$ cat config.mk
export PLATFORM = sky130hd
export DESIGN_NAME = led_fifo_flat
export DESIGN_NICKNAME = d
export VERILOG_FILES = /design/src/rtl/led_fifo_if.sv /design/src/rtl/led_fifo.sv /design/src/flat_wrapper.sv
export SDC_FILE = /design/constraint.sdc
export NUM_CORES = 1
export LEC_CHECK = 0
export BUFFER_PORTS_ARGS = -buffer_cell sky130_fd_sc_hd__buf_2
export CAP_MARGIN = 10
export CORE_ASPECT_RATIO = 0.75
export CORE_MARGIN = 2
export CORE_UTILIZATION = 24
export DETAILED_ROUTE_END_ITERATION = 12
export GPL_ROUTABILITY_DRIVEN = 0
export PLACE_DENSITY = 0.35
export SETUP_SLACK_MARGIN = 0.05
export SYNTH_ARGS = -nofsm -noshare
export SYNTH_HDL_FRONTEND = slang
export SYNTH_SLANG_ARGS = --single-unit
$ cat constraint.sdc
create_clock -name clk -period 3.59 [get_ports clk]
set_input_delay 0.718 -clock clk [delete_from_list [all_inputs] [get_ports clk]]
set_output_delay 0.718 -clock clk [all_outputs]
set_load 0.1 [all_outputs]
$ cat src/rtl/led_fifo_if.sv
// Board-facing signal bundle for the FIFO demonstrator: switches in,
// red LEDs and one seven-segment digit out.
interface led_fifo_if;
  logic [15:0] sw;
  logic [15:0] ledr;
  logic [7:0]  seg0;

  // master drives the switches (board / bench), slave is the FIFO core
  modport master (output sw, input ledr, input seg0);
  modport slave  (input sw, output ledr, output seg0);
endinterface

$ cat src/rtl/led_fifo.sv
// Switch-driven FIFO demonstrator. Switch bits are synchronized and
// edge-detected into single-cycle push/pop/clear strobes. The strobes have
// no backpressure: an operation that cannot be honoured (push while full
// without a pop, pop while empty) is dropped and sets a sticky error flag.
module led_fifo #(
  parameter int DEPTH = 16,
  parameter int WIDTH = 8
) (
  input  logic       clk,
  input  logic       rst,
  led_fifo_if.slave  bus
);
  localparam int AW = $clog2(DEPTH);
  localparam int CW = AW + 1;

  logic [10:0]      s1, s2, s3;
  logic             push_p, pop_p, clr_p;
  logic             do_push, do_pop;
  logic [WIDTH-1:0] mem [DEPTH];
  logic [AW-1:0]    wp, rp;
  logic [CW-1:0]    count;
  logic [WIDTH-1:0] dout;
  logic             error;
  logic             empty, full;
  logic [6:0]       glyph;
  logic             unused_sw;

  assign unused_sw = ^bus.sw[15:11];

  // Two-flop synchronizer plus one extra stage for rising-edge detection
  always_ff @(posedge clk or posedge rst) begin
    if (rst) begin
      s1 <= '0;
      s2 <= '0;
      s3 <= '0;
    end else begin
      s1 <= bus.sw[10:0];
      s2 <= s1;
      s3 <= s2;
    end
  end

  assign push_p = s2[8]  & ~s3[8];
  assign pop_p  = s2[9]  & ~s3[9];
  assign clr_p  = s2[10] & ~s3[10];

  assign empty = (count == '0);
  assign full  = (count == CW'(DEPTH));

  // Clear wins; a pop alongside a push lets a full FIFO still accept data
  assign do_push = push_p & ~clr_p & (~full | pop_p);
  assign do_pop  = pop_p  & ~clr_p & ~empty;

  // Storage array needs no reset; contents are don't-care until written
  always_ff @(posedge clk) begin
    if (do_push) mem[wp] <= s2[WIDTH-1:0];
  end

  // Pointers, fill count, last popped byte and sticky error
  always_ff @(posedge clk or posedge rst) begin
    if (rst) begin
      wp    <= '0;
      rp    <= '0;
      count <= '0;
      dout  <= '0;
      error <= 1'b0;
    end else if (clr_p) begin
      wp    <= '0;
      rp    <= '0;
      count <= '0;
      error <= 1'b0;
    end else begin
      if (do_push) wp <= wp + AW'(1);
      if (do_pop) begin
        rp   <= rp + AW'(1);
        dout <= mem[rp];
      end
      case ({do_push, do_pop})
        2'b10:   count <= count + CW'(1);
        2'b01:   count <= count - CW'(1);
        default: count <= count;
      endcase
      if ((push_p & full & ~pop_p) | (pop_p & empty)) error <= 1'b1;
    end
  end

  // Hex glyph of the low nibble of the last popped byte (segments g..a)
  always_comb begin
    glyph = 7'h7F;
    case (dout[3:0])
      4'h0: glyph = 7'h40;
      4'h1: glyph = 7'h79;
      4'h2: glyph = 7'h24;
      4'h3: glyph = 7'h30;
      4'h4: glyph = 7'h19;
      4'h5: glyph = 7'h12;
      4'h6: glyph = 7'h02;
      4'h7: glyph = 7'h78;
      4'h8: glyph = 7'h00;
      4'h9: glyph = 7'h10;
      4'hA: glyph = 7'h08;
      4'hB: glyph = 7'h03;
      4'hC: glyph = 7'h46;
      4'hD: glyph = 7'h21;
      4'hE: glyph = 7'h06;
      4'hF: glyph = 7'h0E;
      default: glyph = 7'h7F;
    endcase
  end

  assign bus.ledr = {error, full, empty, count, dout};
  assign bus.seg0 = {~full, glyph};
endmodule

$ cat src/flat_wrapper.sv
// flat-port wrapper written by rule: the top's interface ports become plain ports
module led_fifo_flat 
#(
  parameter int DEPTH = 16,
  parameter int WIDTH = 8
)
  (clk, rst, bus_sw, bus_ledr, bus_seg0);
  led_fifo_if bus_i ();
  input  logic clk;
  input  logic rst;
  input wire logic [$bits(bus_i.sw)-1:0] bus_sw;
  output wire logic [$bits(bus_i.ledr)-1:0] bus_ledr;
  output wire logic [$bits(bus_i.seg0)-1:0] bus_seg0;
  assign bus_i.sw = bus_sw;
  assign bus_ledr = bus_i.ledr;
  assign bus_seg0 = bus_i.seg0;
  led_fifo #(.DEPTH(DEPTH), .WIDTH(WIDTH)) u_core (.clk(clk), .rst(rst), .bus(bus_i));
endmodule
Word-level counts from Yosys, hierarchy flattened:

Memories as Yosys holds them, arrays and structs flattened. A register that Yosys moved wholly into a read port is not among the register bits.
Cells that the tools add are included.

* muxes and demuxes: 10
* reductions and logical operators: 6
* bitwise operators: 19
* add/subtract/negate cells: 4
* eq/ne operators: 3

Operators with widths (count)
* 4-bit two-way mux: 4
* 1-bit bitwise AND: 10
* 5-bit one-hot mux with 2 select lines: 1
* 4-bit by 1-bit adder with 4-bit output (second input constant): 2
* 1-bit NOT: 7
* 2-bit nonzero test: 3
* 5-bit by 1-bit adder with 5-bit output (second input constant): 1
* 5-bit equality test (second input constant): 1
* 5-bit logical NOT: 1
* 5-bit two-way mux: 1
* 5-bit by 1-bit subtractor with 5-bit output (second input constant): 1
* 1-bit two-way mux: 4
* 3-bit nonzero test: 1
* 2-bit by 1-bit equality test with 1-bit output (second input constant): 1
* 2-bit equality test (second input constant): 1
* 1-bit bitwise OR: 2
* 2-bit AND reduction: 1

* bits in read-only memories: 112
* memory bits (writable): 128
* output and inout bits: 24
* memories kept: 2
* register bits after elaboration: 47

Memory list
* u_core.mem: depth 16, bits a word 8, rd ports 1, clocked after Yosys merged registers in 1, wr ports 1, line led_fifo.sv:19 `logic [WIDTH-1:0] mem [DEPTH];`
* (no name shown): depth 16, bits a word 7, rd ports 1, clocked after Yosys merged registers in 0, wr ports 0, line led_fifo.sv:90 `case (dout[3:0])`

Depth between registers and ports, before layout:

* depth in word-level cells: 8
* depth in mapped cells: 14
* depth with buffers taken out: 12

Worst setup path after synthesis:

No wires, ideal clock.

* path type: register to output
* start point: reg u_core.dout[1] (read register of u_core.mem)
* end point: out bus_seg0[2]
* path slack: -0.902 ns
* buffers on the path: 0
* required time: 2.872 ns
* cell stages (with the launch flop): 5
* arrival: 3.774 ns
* path through: dfrtp_1 inv_1 ha_1 nand2b_1 o21ai_0

* word-level cells in the longest chain between the ends: 1

RTL lines
* start: declaration: line led_fifo.sv:22 `logic [WIDTH-1:0] dout;`
* memory read 16 x 7 bit
* end: declaration: line flat_wrapper.sv:13 `output wire logic [$bits(bus_i.seg0)-1:0] bus_seg0;`

No other way between the ends.

Worst setup path after layout:

* start point: reg u_core.count[1]
* end point: reg u_core.count[4]

* word-level cells in the longest chain between the ends: 7

RTL lines
* start: declaration: line led_fifo.sv:21 `logic [CW-1:0] count;`
* start signal: assignment: line led_fifo.sv:79 `2'b10: count <= count + CW'(1);`
* start signal: assignment: line led_fifo.sv:80 `2'b01: count <= count - CW'(1);`
* start signal: assignment: line led_fifo.sv:81 `default: count <= count;`
* 5-bit equality test: line led_fifo.sv:48 `assign full = (count == CW'(DEPTH));`
* 1-bit NOT: line led_fifo.sv:51 `assign do_push = push_p & ~clr_p & (~full | pop_p);`
* 1-bit bitwise OR: line led_fifo.sv:51
* 1-bit bitwise AND: line led_fifo.sv:51
* 2-bit by 1-bit equality test with 1-bit output or 2-bit equality test (tied branches): line led_fifo.sv:78 `case ({do_push, do_pop})`
* 5-bit one-hot mux with 2 select lines: line led_fifo.sv:78
* 5-bit two-way mux: line led_fifo.sv:67 `end else if (clr_p) begin`

Several ways; a longest one is shown, not always the timed one.
A chain may end at the register's enable or synchronous reset.

==> metrics.md <==
| Metric | Value |
|---|---|
| Row count | `54` |
| EDFF count, synth | `128` |
| Max-slew headroom | `28.34%` |
| Crit path largest cell delay | `490 ps` |
| Core Region | `29050 um2` |
| Max VDD drop | `0.0003384 V` |
| Bufs and invs on worst path | `2` |
| DR WL/cell | `19.48 um` |
| H-tree depth | `4` |
| R2R Setup Slk | `440 ps` |
| Mapped cell area | `7093 um2` |
| 1st-iter DRT viols | `256` |
| Area grow syn2layout | `17.87%` |
| Hpwl dp | `10960 um` |
| Synth warnings | `0` |
| Chip width | `202.5 um` |
| Proportion of layout cells with a drive suffix above 1 | `31.34%` |
| Post-route ant nets | `0` |
| Max-cap violations | `0` |
| Skew final | `18.98 ps` |
| Final Critical Period | `3153 ps` |
| PD cells | `819.7 nW/um2` |
| Sequential fraction of the synthesis area | `70.77%` |
| Mapped Cells | `404` |
| Avg Vias per Cell | `4.261` |
| Post-Synth Adder-Cell Area | `2.646%` |
| Crit path max-delay family | `simple AND/OR/NAND/NOR gates` |
| Required @ worst endpoint | `3950 ps` |
| ANT cells | `0` |
| Post-Synth XOR/XNOR Area | `0.9878%` |
| Cells after DPL | `826` |
| First-pass GRT wire length | `25160 um` |
| Final net count | `489` |
| Average size of a mapped cell | `17.56 um2` |
| Status | `completed` |
| Startpoint Class | `flop` |
| Hold WS | `348.3 ps` |
| Slowest CP cell | `dfrtp_2` |
| Post-Route WL | `16770 um` |
| Fin Setup TNS | `0 ps` |
| Critical Path Fanout Max | `13` |
| Critical path's most frequent cell | `ha_1` |
| Main synth FF type | `edfxtp_1` |
| # setup viols final | `0` |
| Initial antenna violation count | `0` |
| Largest net degree at the start of global routing | `48` |
| Vias in the first global route | `3859` |
| # DRC | `0` |
| Top cells by area, synth | `edfxtp_1, dfrtp_1, mux4_2, ha_1, o22ai_1` |
| Synth top area share | `54.19%` |
| RSZ-0062 raised after global routing | `false` |
| CTS tree | `built` |
| Worst Setup Path Type | `flop to flop` |
| Critical path endpoint category | `flop` |
| Root buf cell | `clkbuf_16` |
| Seq cells post-synth | `175` |
| Final number of max-transition violations | `0` |
| Fillers | `2928` |
| Compound-Gate Fraction of Synth Area | `5.010%` |
| Crit share post-route | `87.82%` |
| Main combinational cell family by area after synthesis | `multiplexers` |
| Initial core utilization | `24.41%` |
| Hold WC Path Type | `flop to flop` |
| Post-Synth Simple-Gate Area | `5.204%` |
| Clk slew on worst S/H paths | `70 ps` |
| Latest clock arrival within the worst-skew pair | `430 ps` |
| I/O pin cnt | `42` |
| Post-placement setup slack | `276.6 ps` |
| Leading area contributor after synthesis | `edfxtp_1` |
| CTS Sinks | `175` |
| Endpoints failing hold | `0` |
| CP Cell Sequence | `nor4_4 -> buf_4 -> a311oi_4 -> and2_4 -> inv_4 -> ha_1 -> xor2_1 -> ha_1 -> nor2_1 -> o32ai_1 -> a221oi_1 -> or3_1 -> a21oi_1` |
| Lkg Pwr | `2.916 nW` |
| Syn nets | `437` |
| Die area | `30960 um2` |
| Worst path arrival time | `3510 ps` |
| GRT Util Overall | `11.35%` |
| Fin worst setup slack | `437.3 ps` |
| Overall power consumption | `0.006853 W` |
| Count of distinct cell types in the synthesized netlist | `47` |
| Via count | `3669` |
| Grt ovf | `0` |
| Share of flip-flops with an asynchronous set or reset | `26.86%` |
| First drt pass iteration count | `4` |
| Worst-Margin Slew | `1073 ps` |
| IO Port Bufs | `36` |
| Worst-case clock buffer depth | `2` |
| Post-synthesis mux area share | `12.45%` |
| CTS buffer count | `17` |
| DIE HEIGHT | `152.9 um` |
| Maximum clock rate | `317.2 MHz` |
| Post-Layout Cell Count | `861` |
[placed cells by master (no fill, tap or decap), types with 3 or more instances in the layout]
cell type     n
edfxtp_1    128
dfrtp_1      43
buf_2        36
mux4_2       33
nor2_1       20
buf_4        19
o22ai_1      17
clkbuf_16    17
inv_1        16
a21oi_1      16
ha_1         15
nand2_1      11
mux2_2        8
nand2b_1      7
mux2i_1       5
xor2_1        5
and3_1        4
nor3_1        4
clkinv_4      4
dfrtp_2       4
xnor2_1       3
o21ai_0       3
nand4_1       3
nor4_2        3
clkinv_2      3
clkinvlp_4    3
[cells in the mapped netlist, types with 2 or more instances]
master / count
and3_1: 4
mux2i_1: 5
nand2_1: 11
xnor2_1: 3
a21oi_1: 18
o211ai_1: 2
nor4_2: 3
nor3_1: 4
edfxtp_1: 128
o31ai_1: 2
buf_4: 5
nor2b_1: 2
mux2_2: 8
o22ai_1: 18
o21ai_0: 5
or3_1: 2
dfrtp_1: 47
ha_1: 15
nor2_1: 20
buf_6: 4
buf_2: 2
xor2_1: 5
clkbuf_1: 11
nand2b_1: 7
inv_1: 17
nand4_1: 3
mux4_2: 33
[final cells by class]
type	count	area [um2]	share of cell area, %
multi-input combinational	188	1883	22.52
clock inverter	13	116.4	1.392
tap	392	490.5	5.867
clock buffer	19	432.9	5.178
sequential	175	5025	60.10
timing repair buffer	56	342.8	4.101
inverter	18	70.07	0.8381
[stage by stage]
stage | util, % | area (um2)
final | 28.78 | 8361
after global routing | 28.78 | 8361
after CTS | 28.70 | 8338
after detailed placement | 26.81 | 7789
after global placement | 26.81 | 7789
after floorplan | - | 7114
[path summary, 6_finish.rpt]
kind | from | endpoint | cells past startpoint
worst min-delay path | u_core.s1[8]$_DFF_PP0_ | u_core.s2[8]$_DFF_PP0_ | 0
worst min register to register | u_core.s1[8]$_DFF_PP0_ | u_core.s2[8]$_DFF_PP0_ | 0
worst max-delay path | u_core.count[1]$_DFFE_PP0P_ | u_core.count[4]$_DFFE_PP0P_ | 13
worst max register to register | u_core.count[1]$_DFFE_PP0P_ | u_core.count[4]$_DFFE_PP0P_ | 13
max in group asynchronous | rst | u_core.rp[0]$_DFFE_PP0P_ | 2
min in group asynchronous | rst | u_core.s1[8]$_DFF_PP0_ | 2
[layer usage]
layer  vias to the layer above  GRT usage [%]  wire, um
li1                       1662              -         -
met1                      1938          17.30      8874
met2                        65          15.80      7199
met3                         4          2.985       633
met4                         0          2.920        63
met5                         -              0         0
[worst register-to-register path: stages (launching register included)]
cell and delay (ps):
dfrtp_2 490, nor4_4 280, buf_4 190, a311oi_4 120, and2_4 200, inv_4 130
ha_1 350, xor2_1 190, ha_1 210, nor2_1 60, o32ai_1 250, a221oi_1 140
or3_1 320, a21oi_1 150
[power by group]
part           switching (W)  internal, W  total [W]
logic                0.00187     0.000703    0.00257
registers           0.000245      0.00231    0.00255
clock network       0.000777     0.000954    0.00173
[cells by family after synthesis]
family / after synthesis
flip-flops: 175
AND/OR/NAND/NOR: 66
AO/OA/AOI/OAI: 53
multiplexers: 46
buffers and inverters: 41
adder cells (fa/ha/maj): 15
XOR/XNOR: 8
[sequential cells by signal (all words and copies together), names as in the netlist]
register,count
u_core.wp,4
u_core.s1,11
u_core.error,1
u_core.rp,4
u_core.s2,11
u_core.count,5
u_core.s3,3
u_core.mem,128
u_core.dout,8
[repair_timing]
action / in CTS / in global routing
hold buffers: 0 / 0
endpoints found under the setup margin: 0 / 1
gates resized for setup: 0 / 0
setup buffers: 0 / 3
Power figures use the tool's default switching activity.
